### src/rtl/fifo_pkg.sv
// Shared constants and Gray-code helpers for the async FIFO write/read control blocks.
// Helpers work on zero-extended 32-bit values; the width argument bounds the active bits.
package fifo_pkg;

    localparam int ASIZE_DEF        = 4;
    localparam int AFULL_THRESH_DEF = 2;
    localparam int SYNC_STAGES_DEF  = 2;

    function automatic int depth_of(input int asize);
        return 1 << asize;
    endfunction

    function automatic logic [31:0] width_mask(input int w);
        return (32'd1 << w) - 32'd1;
    endfunction

    function automatic logic [31:0] bin2gray(input logic [31:0] b, input int w);
        logic [31:0] v;
        v = b & width_mask(w);
        return v ^ (v >> 1);
    endfunction

    function automatic logic [31:0] gray2bin(input logic [31:0] g, input int w);
        logic [31:0] v;
        logic [31:0] b;
        v = g & width_mask(w);
        b = v;
        for (int i = 30; i >= 0; i--) begin
            b[i] = b[i + 1] ^ v[i];
        end
        return b;
    endfunction

endpackage

### src/rtl/fifo_sync_r2w.sv
// N-stage reset-to-zero flop chain for Gray pointer crossings; the read side reuses it
// as fifo_sync_w2r. Nothing sits between the stages.
module fifo_sync_r2w
    import fifo_pkg::*;
#(
    parameter int WIDTH  = ASIZE_DEF + 1,
    parameter int STAGES = SYNC_STAGES_DEF
) (
    input  logic             i_clk,
    input  logic             i_rst_n,
    input  logic [WIDTH-1:0] i_d,
    output logic [WIDTH-1:0] o_q
);

    logic [WIDTH-1:0] r_sync [STAGES];

    always_ff @(posedge i_clk or negedge i_rst_n) begin
        if (!i_rst_n) begin
            for (int i = 0; i < STAGES; i++) begin
                r_sync[i] <= '0;
            end
        end else begin
            r_sync[0] <= i_d;
            for (int i = 1; i < STAGES; i++) begin
                r_sync[i] <= r_sync[i - 1];
            end
        end
    end

    assign o_q = r_sync[STAGES - 1];

endmodule

### src/rtl/fifo_wptr_full.sv
// Write-side control of the dual-clock FIFO: write pointers, rptr synchronizer, full/level flags.
// Optional sticky overflow flag enabled by defining FIFO_WOVF_STICKY_EN.
module fifo_wptr_full
    import fifo_pkg::*;
#(
    parameter int ASIZE        = ASIZE_DEF,
    parameter int AFULL_THRESH = AFULL_THRESH_DEF,
    parameter int SYNC_STAGES  = SYNC_STAGES_DEF
) (
    input  logic             wclk,
    input  logic             wrst_n,
    input  logic             winc,
    input  logic [ASIZE:0]   rptr,
    output logic             wclken,
    output logic [ASIZE-1:0] waddr,
    output logic [ASIZE:0]   wptr,
    output logic             wfull,
    output logic             walmost_full,
    output logic [ASIZE:0]   wlevel,
    output logic             wovf
);

    localparam int             DEPTH     = depth_of(ASIZE);
    localparam int             PTR_W     = ASIZE + 1;
    localparam logic [ASIZE:0] AFULL_LVL = PTR_W'(DEPTH - AFULL_THRESH);

    logic [ASIZE:0] r_wbin;
    logic [ASIZE:0] r_wptr;
    logic [ASIZE:0] r_wlevel;
    logic           r_wfull;
    logic           r_walmost_full;

    logic [ASIZE:0] w_wq2_rptr;
    logic [ASIZE:0] w_wq2_rbin;
    logic [ASIZE:0] w_wbin_next;
    logic [ASIZE:0] w_wgray_next;
    logic [ASIZE:0] w_level_next;
    logic [ASIZE:0] w_full_ptr;
    logic           w_wclken;

    fifo_sync_r2w #(
        .WIDTH  (PTR_W),
        .STAGES (SYNC_STAGES)
    ) u_sync_r2w (
        .i_clk   (wclk),
        .i_rst_n (wrst_n),
        .i_d     (rptr),
        .o_q     (w_wq2_rptr)
    );

    // Reset gates the enable so a write pending at reset assertion never reaches memory.
    assign w_wclken     = winc & ~r_wfull & wrst_n;
    assign w_wbin_next  = r_wbin + {{ASIZE{1'b0}}, w_wclken};
    assign w_wgray_next = PTR_W'(bin2gray(32'(w_wbin_next), PTR_W));
    assign w_wq2_rbin   = PTR_W'(gray2bin(32'(w_wq2_rptr), PTR_W));
    assign w_level_next = w_wbin_next - w_wq2_rbin;
    assign w_full_ptr   = {~w_wq2_rptr[ASIZE:ASIZE-1], w_wq2_rptr[ASIZE-2:0]};

    always_ff @(posedge wclk or negedge wrst_n) begin
        if (!wrst_n) begin
            r_wbin         <= '0;
            r_wptr         <= '0;
            r_wfull        <= 1'b0;
            r_walmost_full <= 1'b0;
            r_wlevel       <= '0;
        end else begin
            r_wbin         <= w_wbin_next;
            r_wptr         <= w_wgray_next;
            r_wfull        <= (w_wgray_next == w_full_ptr);
            r_walmost_full <= (w_level_next >= AFULL_LVL);
            r_wlevel       <= w_level_next;
        end
    end

`ifdef FIFO_WOVF_STICKY_EN
    logic r_wovf;

    always_ff @(posedge wclk or negedge wrst_n) begin
        if (!wrst_n) begin
            r_wovf <= 1'b0;
        end else if (winc & r_wfull) begin
            r_wovf <= 1'b1;
        end
    end

    assign wovf = r_wovf;
`else
    assign wovf = 1'b0;
`endif

    assign wclken       = w_wclken;
    assign waddr        = r_wbin[ASIZE-1:0];
    assign wptr         = r_wptr;
    assign wfull        = r_wfull;
    assign walmost_full = r_walmost_full;
    assign wlevel       = r_wlevel;

endmodule

### config.mk
export PLATFORM = sky130hd
export DESIGN_NAME = fifo_wptr_full
export DESIGN_NICKNAME = d
export VERILOG_FILES = /design/src/rtl/fifo_pkg.sv /design/src/rtl/fifo_sync_r2w.sv /design/src/rtl/fifo_wptr_full.sv
export SDC_FILE = /design/constraint.sdc
export NUM_CORES = 1
export LEC_CHECK = 0
export CAP_MARGIN = 20
export CELL_PAD_IN_SITES_DETAIL_PLACEMENT = 0
export CELL_PAD_IN_SITES_GLOBAL_PLACEMENT = 2
export CORE_AREA = 2 2 64 66
export CTS_CLUSTER_DIAMETER = 80
export DETAILED_ROUTE_END_ITERATION = 6
export DIE_AREA = 0 0 66 68
export PLACE_DENSITY = 0.75
export SETUP_SLACK_MARGIN = 0.4
export SLEW_MARGIN = 20
export SYNTH_ARGS = -nofsm -noshare
export SYNTH_HDL_FRONTEND = slang
export SYNTH_HIERARCHICAL = 1
export SYNTH_SLANG_ARGS = --single-unit
### constraint.sdc
create_clock -name wclk -period 3 [get_ports wclk]
set_input_delay 0.45 -clock wclk [delete_from_list [all_inputs] [get_ports wclk]]
set_output_delay 0.45 -clock wclk [all_outputs]
set_load 0.005 [all_outputs]
# Yosys cells after proc, flatten, opt, wreduce, memory -nomap -nowiden
# Index checks and enable logic that the tools add are counted.
word_totals:
  wordCells: 20
  ff_bits: 27
  in_bits: 8
op_classes:
  bitwise_logic: 9
  n_eq_ne: 1
  add_sub_neg: 2
  order_cmp: 1
ops:
  columns: ["operator", "n"]
  rows:
  - ["$add 5x1->5", 1]
  - ["$eq 5x5->1", 1]
  - ["$ge 5x4->1 const B", 1]
  - ["$sub 5x5->5", 1]
  - ["$xor 5x4->5", 1]
  - ["$xor 1x1->1", 4]
  - ["$and 1x1->1", 2]
  - ["$not 2->2", 1]
  - ["$not 1->1", 1]

# Depth between registers and ports, before layout
# Gate-level depths: netlist of run 1.
depth:
  word_depth: 6
  mapped_depth: 11
  depth_no_buf: 10

# Hierarchy
# The synthesis of run 1 kept the hierarchy.
modules_own_cells:
  columns: ["mod", "seq_area_each_um2", "cells_each", "n_inst", "area_per_inst_um2"]
  rows:
  - ["fifo_wptr_full", 400.4, 83, 1, 937.1]
  - ["fifo_sync_r2w", 250.2, 15, 1, 287.8]

# Worst setup path after synthesis of run 1
# Ideal clock, no wire load.
synth_path:
  kind: "input-to-reg"
  from: "in wrst_n"
  to: "reg r_walmost_full (netlist: walmost_full)"
  t_arrival_ns: 2.292
  setup_time_ns: 0.147
  setup_slack_ns: 0.560
  n_path_buf: 0
  required_ns: 2.853
  stages: 10
  cell_sequence: "nand2_1 -> nor2_1 -> ha_1 -> ha_1 -> xor2_1 -> ha_1 -> nor2b_1 -> o21ai_0 -> a21o_1 -> o311ai_0"
synth_between:
  elab_chain_cells: 4
synth_lines:
  columns: ["element", "line", "source"]
  rows:
  - ["from (decl)", "fifo_wptr_full.sv:11", "input logic wrst_n,"]
  - ["$and 1x1->1", "fifo_wptr_full.sv:52", "assign w_wclken = winc & ~r_wfull & wrst_n;"]
  - ["via wclken", "fifo_wptr_full.sv:14", "output logic wclken,"]
  - ["$add 5x1->5", "fifo_wptr_full.sv:53", "assign w_wbin_next = r_wbin + {{ASIZE{1'b0}}, w_wclken};"]
  - ["via w_wbin_next[2]", "fifo_wptr_full.sv:35", "logic [ASIZE:0] w_wbin_next;"]
  - ["$sub 5x5->5", "fifo_wptr_full.sv:56", "assign w_level_next = w_wbin_next - w_wq2_rbin;"]
  - ["$ge 5x4->1", "fifo_wptr_full.sv:70", "r_walmost_full <= (w_level_next >= AFULL_LVL);"]
  - ["to (signal assigned)", "fifo_wptr_full.sv:70", null]
  - ["to (decl)", "fifo_wptr_full.sv:31", "logic r_walmost_full;"]
# The timed path passes the listed nets, and every way through them passes these cells.

# Worst setup path after layout of run 1
layout_path:
  from: "in winc"
  to: "reg r_wfull (netlist: wfull)"
layout_between:
  elab_chain_cells: 5
layout_lines:
  columns: ["element", "line", "source"]
  rows:
  - ["from (decl)", "fifo_wptr_full.sv:12", "input logic winc,"]
  - ["$and 1x1->1 (2 in series)", "fifo_wptr_full.sv:52", null]
  - ["$add 5x1->5", "fifo_wptr_full.sv:53", null]
  - ["$xor 5x4->5", "fifo_pkg.sv:20", "return v ^ (v >> 1);"]
  - ["$eq 5x5->1", "fifo_wptr_full.sv:69", "r_wfull <= (w_wgray_next == w_full_ptr);"]
  - ["to (signal assigned)", "fifo_wptr_full.sv:69", null]
  - ["to (decl)", "fifo_wptr_full.sv:30", "logic r_wfull;"]
# Every way passes these cells.

==> results of run 1 <==
==> worst max-delay path: cells and delay by family <==
kind / cells / cell delay [ns]
AO/OA/AOI/OAI: 1 / 0.13
XOR/XNOR: 2 / 0.55
adder cells (fa/ha/maj): 2 / 0.36
buffers and inverters: 1 / 0.46
AND/OR/NAND/NOR: 3 / 0.74
==> timing repair <==
item                                    in CTS  in global routing
buffers inserted                             2                  0
gates resized for setup                      4                  8
endpoints found under the setup margin       3                  4
pin swaps                                    2                  3
hold buffers                                 0                  0
==> power by group through the flow <==
stage          combinational [mW]  sequential, mW  clock [mW]
6_report                    0.898           0.564       0.291
3_3_place_gp                0.845           0.567           0
2_1_floorplan               0.518           0.547           0
5_1_grt                     0.993           0.582       0.307
4_1_cts                     0.871           0.564       0.296
3_5_place_dp                0.849           0.568           0
==> flip-flops by register name (all words and copies together) (netlist names) <==
| signal | flops |
|---|---|
| r_wbin | 5 |
| u_sync_r2w/o_q | 5 |
| u_sync_r2w/r_sync | 5 |
| walmost_full | 1 |
| wfull | 1 |
| wlevel | 5 |
| wptr | 4 |
==> path summary, 6_finish.rpt <==
| path | from | end | slack, ns |
|---|---|---|---|
| min in group wclk | u_sync_r2w/r_sync[6] | u_sync_r2w/o_q[1] | 0.36 |
| max in group asynchronous | wrst_n | r_wbin[2] | 2.49 |
| hold / removal | wrst_n | u_sync_r2w/r_sync[8] | 0.27 |
| setup / recovery | winc | wfull | 0.51 |
| hold reg to reg | u_sync_r2w/r_sync[6] | u_sync_r2w/o_q[1] | 0.36 |
| setup reg to reg | u_sync_r2w/o_q[4] | walmost_full | 0.55 |
==> area by class of cell <==
class	count	area, µm²
Inverter	7	26.28
Sequential cell	26	650.6
Multi-Input combinational cell	57	540.5
Timing Repair Buffer	31	295.3
Fill cell	369	2210
Tap cell	50	62.56
Clock buffer	3	41.29
Clock inverter	1	30.03
==> layer usage <==
metal	global-route usage	wire, µm	up-vias
met3	0.02303	90	4
met4	0.05102	34	0
met2	0.1692	1019	20
met5	0	0	-
met1	0.1348	1017	371
li1	-	-	360
==> cells by family (layout without fill, tap and decap cells) <==
logic type,count (synthesis),count (layout),synth area share
other,1,1,0.003061
AOI/OAI and AO/OA,9,9,0.05005
xor gates and xnor gates,20,20,0.1849
DFF,26,26,0.5312
and+or+nand+nor,19,19,0.07660
adders and majority gates,8,8,0.08784
buffers and inverters,15,42,0.06640
==> cells in the final DEF (no fill, tap or decap), drive strengths merged, types with 2 or more instances in the layout <==
cell	netlist	final
a21boi	3	3
buf	8	7
clkbuf	0	3
clkdlybuf4s50	0	23
dfrtp	26	26
ha	7	7
inv	7	7
nand2	6	6
nand3	3	3
nor2	3	3
nor2b	2	2
nor3	2	2
o21ai	2	2
or4	2	2
xnor2	10	10
xnor3	2	2
xor2	7	7
==> metrics by stage <==
stage	total power [mW]	setup slack, ns	std cells	hold WS (ns)
2_1_floorplan	1.065	0.5603	98	0.1544
3_3_place_gp	1.413	0.04516	169	0.3331
3_5_place_dp	1.417	0.04751	169	0.3355
4_1_cts	1.731	0.4089	175	0.3574
5_1_grt	1.882	0.3421	175	0.2871
6_report	1.753	0.5109	175	0.2664
==> results.toml, run 1 <==
[pwr]
intPower_mw = 1.184
p_leak_nw = 0.7507
p_switching_mw = 0.5688
power_density_nw_per_um2 = 1065
combPwrFrac = 0.513
power_frac_clock = 0.166
switching_share = 0.3245
pwr-share-seq = 0.322
peakVddDrop_mv = 0.4611

[finish]
drive_gt1_frac = 0.1680
final_area_um2 = 1647
n_antenna_cell = 0
fin_nets = 142
final_util = 0.4270
area_delta_synth_final_pct = 34.42

[die]
die_w_um = 66
dieArea_um2 = 4488
rows = 23
top_level_ports = 26
start_util = 0.3177
die_h_um = 68
core_um2 = 3856

[route]
drc = 0
vias = 755
firstDrtPassIters = 2
wl_um = 2161
wl_per_cell_um = 12.35
via_per_inst = 4.314
antenna_left = 0
drtIter0Drc = 9

[grt]
grt_max_degree = 27
grt_pass1_vias = 768
antenna_found_initial = 0
grt_pass1_wl_um = 3477
grt_usage = 0.1050
grt_overflow = 0

[clocking]
cts_tree = "built"
clkTransAtPathRegs_ns = 0.09
root_buffer = "clkbuf_8"
clock_latency_ns = 0.27
clkSinkCount = 26
cts_buffers = 3
htree_levels = 1
clockBufferDepth = 2

[sta]
clock_skew_ns = 0.001558
slew_viol_final = 0
rsz0062_at_grt = "yes"
min_period_ns = 2.489
finalHoldViolCount = 0
timing.fmax_mhz = 401.8
setup_tns_ns = 0
period_share = 0.8297
setup-violations-final = 0

[place]
place_hpwl_um = 1549
post_dp_cell_area_um2 = 1510
place_congestion = 0.7789
portBuffers = 24

[synthesis]
syn_inst = 98
synth_edf_count = 0
yosysMostFrequentCell = "dfrtp_1"
seq_area_frac_synth = 0.5312
synth_ff_type = "dfrtp_1"
syn_area_per_cell_um2 = 12.50
synth_area_leader_cell = "dfrtp_1"
synth_common_cells = "26 x dfrtp_1, 9 x xnor2_1, 7 x ha_1, 7 x inv_1, 7 x xor2_1"
yosysTopAreaCellShare = 0.5312
netlist_area_um2 = 1225
synth_cell_types = 26
ys_ff_latch = 26
ys_warn_count = 6
async_flop_share = 1.000
syn_nets = 114
synth.area.top_cells = "dfrtp_1 53%, ha_1 7.2%, xnor2_1 6.4%, xor2_1 5.0%, buf_4 3.7%"

[worst_setup_path]
slowest_delay_ns = 0.52
end_kind = "flop"
cpMaxStageDelayCell = "or4_1"
worstPathMaxFanout = 3
path_cells = "clkdlybuf4s50_1 -> nand2_1 -> nor2_4 -> ha_1 -> ha_2 -> xnor3_2 -> xnor2_1 -> or4_1 -> a21oi_1"
r2r_cells = 10
criticalPathCategory = "in2reg"
arrival_ns = 2.69
cp-start-kind = "input pin"
cp.required_ns = 3.20

[run]
cap_violations = 0

[worst_hold_path]
hold_path_class = "in2async"

[outcome]
status = "finished, final reports clean"
No activity file was read; power rests on OpenSTA's default activity.
==> run 2, diff against run 1 <==
==> constraint.sdc (replaced) <==
create_clock -name wclk -period 2.6 [get_ports wclk]
set_input_delay 0.39 -clock wclk [delete_from_list [all_inputs] [get_ports wclk]]
set_output_delay 0.39 -clock wclk [all_outputs]
set_load 0.005 [all_outputs]
==> run 2 against run 1 <==
Compared with the run above: cell area grew 9.8%; core utilization grew 4.2 points; largest cell class unchanged; via count grew 6.5%; global-route usage grew 0.74 points; sequential share of layout area shrank 3.5 points; critical path type is now reg2reg; highest routed layer unchanged; clock power grew 16%; worst hold slack gained 0.021 ns.
==> results.toml, run 2 (synthesized netlist as in run 1, its figures left out) <==
[place]
portBuffers = 24
place_hpwl_um = 1514
post_dp_cell_area_um2 = 1588
place_congestion = 0.7258
place_ws_ns = -0.1763

[worst_setup_path]
cp-start-kind = "flop"
worstPathMaxFanout = 2
critical-path-top-delay-family = "XOR/XNOR gates"
path_cells = "xnor2_2 -> xor2_2 -> xor2_2 -> xnor2_1 -> ha_2 -> fa_2 -> inv_1 -> nand2_1 -> o311ai_1"
critPathLaunch = "u_sync_r2w/o_q[3]"
cp.required_ns = 2.78
critPathMostFrequentCell = "xor2_2"
crit_end = "walmost_full"
arrival_ns = 2.54
rrSetupSlack_ns = 0.24
criticalPathCategory = "reg2reg"
r2r-end = "walmost_full"
slowest_delay_ns = 0.43
cpMaxStageDelayCell = "fa_2"
r2r_cells = 9
end_kind = "flop"
crit_buf_inv = 1
worst-path-stages = 9
rr_startpoint = "u_sync_r2w/o_q[3]"

[die]
dieArea_um2 = 4488
die_w_um = 66
die_h_um = 68
start_util = 0.3177
core_um2 = 3856
top_level_ports = 26
rows = 23

[finish]
fin_nets = 157
drive_gt1_frac = 0.3071
fill_cells = 376
final_cell_mix = "26 x dfrtp_1, 22 x clkdlybuf4s50_1, 21 x buf_4"
area_delta_synth_final_pct = 47.60
final_common_cell = "dfrtp_1"
final_area_um2 = 1808
n_antenna_cell = 0

[route]
drc = 0
wl_um = 2262
wl_per_cell_um = 11.91
via_per_inst = 4.232
drtIter0Drc = 11
antenna_left = 0
firstDrtPassIters = 4
vias = 804

[pwr]
pwr-share-seq = 0.296
p_leak_nw = 0.8222
combPwrFrac = 0.553
switching_share = 0.3169
power_density_nw_per_um2 = 1242
peakVddDrop_mv = 0.6389
intPower_mw = 1.535
power_frac_clock = 0.151
p_switching_mw = 0.7118

[sta]
min_period_ns = 2.363
period_share = 0.9087
setup_ws_ns = 0.2374
slew_viol_final = 0
rsz0062_at_grt = "yes"
clock_skew_ns = 0.004986
timing.fmax_mhz = 423.3
setup-violations-final = 0
finalHoldViolCount = 0
whs_ns = 0.2871

[grt]
grt_usage = 0.1124
antenna_found_initial = 0
grt_max_degree = 27
grt_pass1_wl_um = 3684
grt_overflow = 0
grt_pass1_vias = 839

[run]
cap_violations = 0

[clocking]
cts_hold_buf = 0
cts_tree = "built"
clock_latency_ns = 0.28
clkTransAtPathRegs_ns = 0.09
clkSinkCount = 26
root_buffer = "clkbuf_8"
clockBufferDepth = 2
htree_levels = 1
cts_buffers = 3

[worst_hold_path]
hold_path_class = "in2async"

[outcome]
status = "finished, final reports clean"
-- run 2: cell types whose count changed in the layout (fill, tap and decap cells not counted), moves of 2 or more --
cell and change:
buf_4 +14, dlygate4sd2_1 +2, ha_4 +2, ha_1 -2
-- run 2: layout make-up --
type                            instances  area, µm²  share of cell area
Multi-Input combinational cell         57      590.6              0.3266
Clock inverter                          1      30.03             0.01661
Timing Repair Buffer                   46      406.6              0.2249
Tap cell                               50      62.56             0.03460
Clock buffer                            3      41.29             0.02284
Sequential cell                        26      650.6              0.3599
Inverter                                7      26.28             0.01453
-- run 2: timing repair --
item / in CTS / in global routing
pin swaps: 7 / 7
setup endpoints to repair: 6 / 6
gates resized for setup: 8 / 7
buffers inserted: 6 / 4
-- run 2: power by group through the flow --
stage	logic, mW	registers, mW	clock network (mW)
2_1_floorplan	0.623	0.633	0
3_3_place_gp	1.08	0.655	0
3_5_place_dp	1.08	0.657	0
4_1_cts	1.16	0.659	0.349
5_1_grt	1.37	0.683	0.368
6_report	1.24	0.666	0.338
-- run 2: worst min-delay path by stage --
| stage | startpoint | to | slack [ns] | cells after the start |
|---|---|---|---|---|
| CTS | wrst_n | wfull | 0.29 | 2 |
| global placement | u_sync_r2w/r_sync[9] | u_sync_r2w/o_q[4] | 0.33 | 0 |
| floorplan | wrst_n | r_wbin[0] | 0.09 | 0 |
| detailed placement | u_sync_r2w/r_sync[8] | u_sync_r2w/o_q[3] | 0.34 | 0 |
| global route | wrst_n | u_sync_r2w/r_sync[7] | 0.32 | 2 |
| finish | wrst_n | walmost_full | 0.29 | 2 |
-- run 2: routing by layer --
metal,part of all wire,track usage,vias up
li1,-,-,392
met1,0.46,0.1482,389
met2,0.47,0.1717,18
met3,0.042,0.02632,5
met4,0.024,0.06122,0
met5,0,0,-
-- run 2: stage by stage --
step                std cells    util  power [mW]  setup TNS [ns]
finish                    190  0.4689       2.246               0
global route              190  0.4689       2.425               0
CTS                       186  0.4504       2.173               0
detailed placement        176  0.4117       1.733         -0.3115
global placement          176  0.4117       1.739         -0.1795
floorplan                  98       -       1.255               0
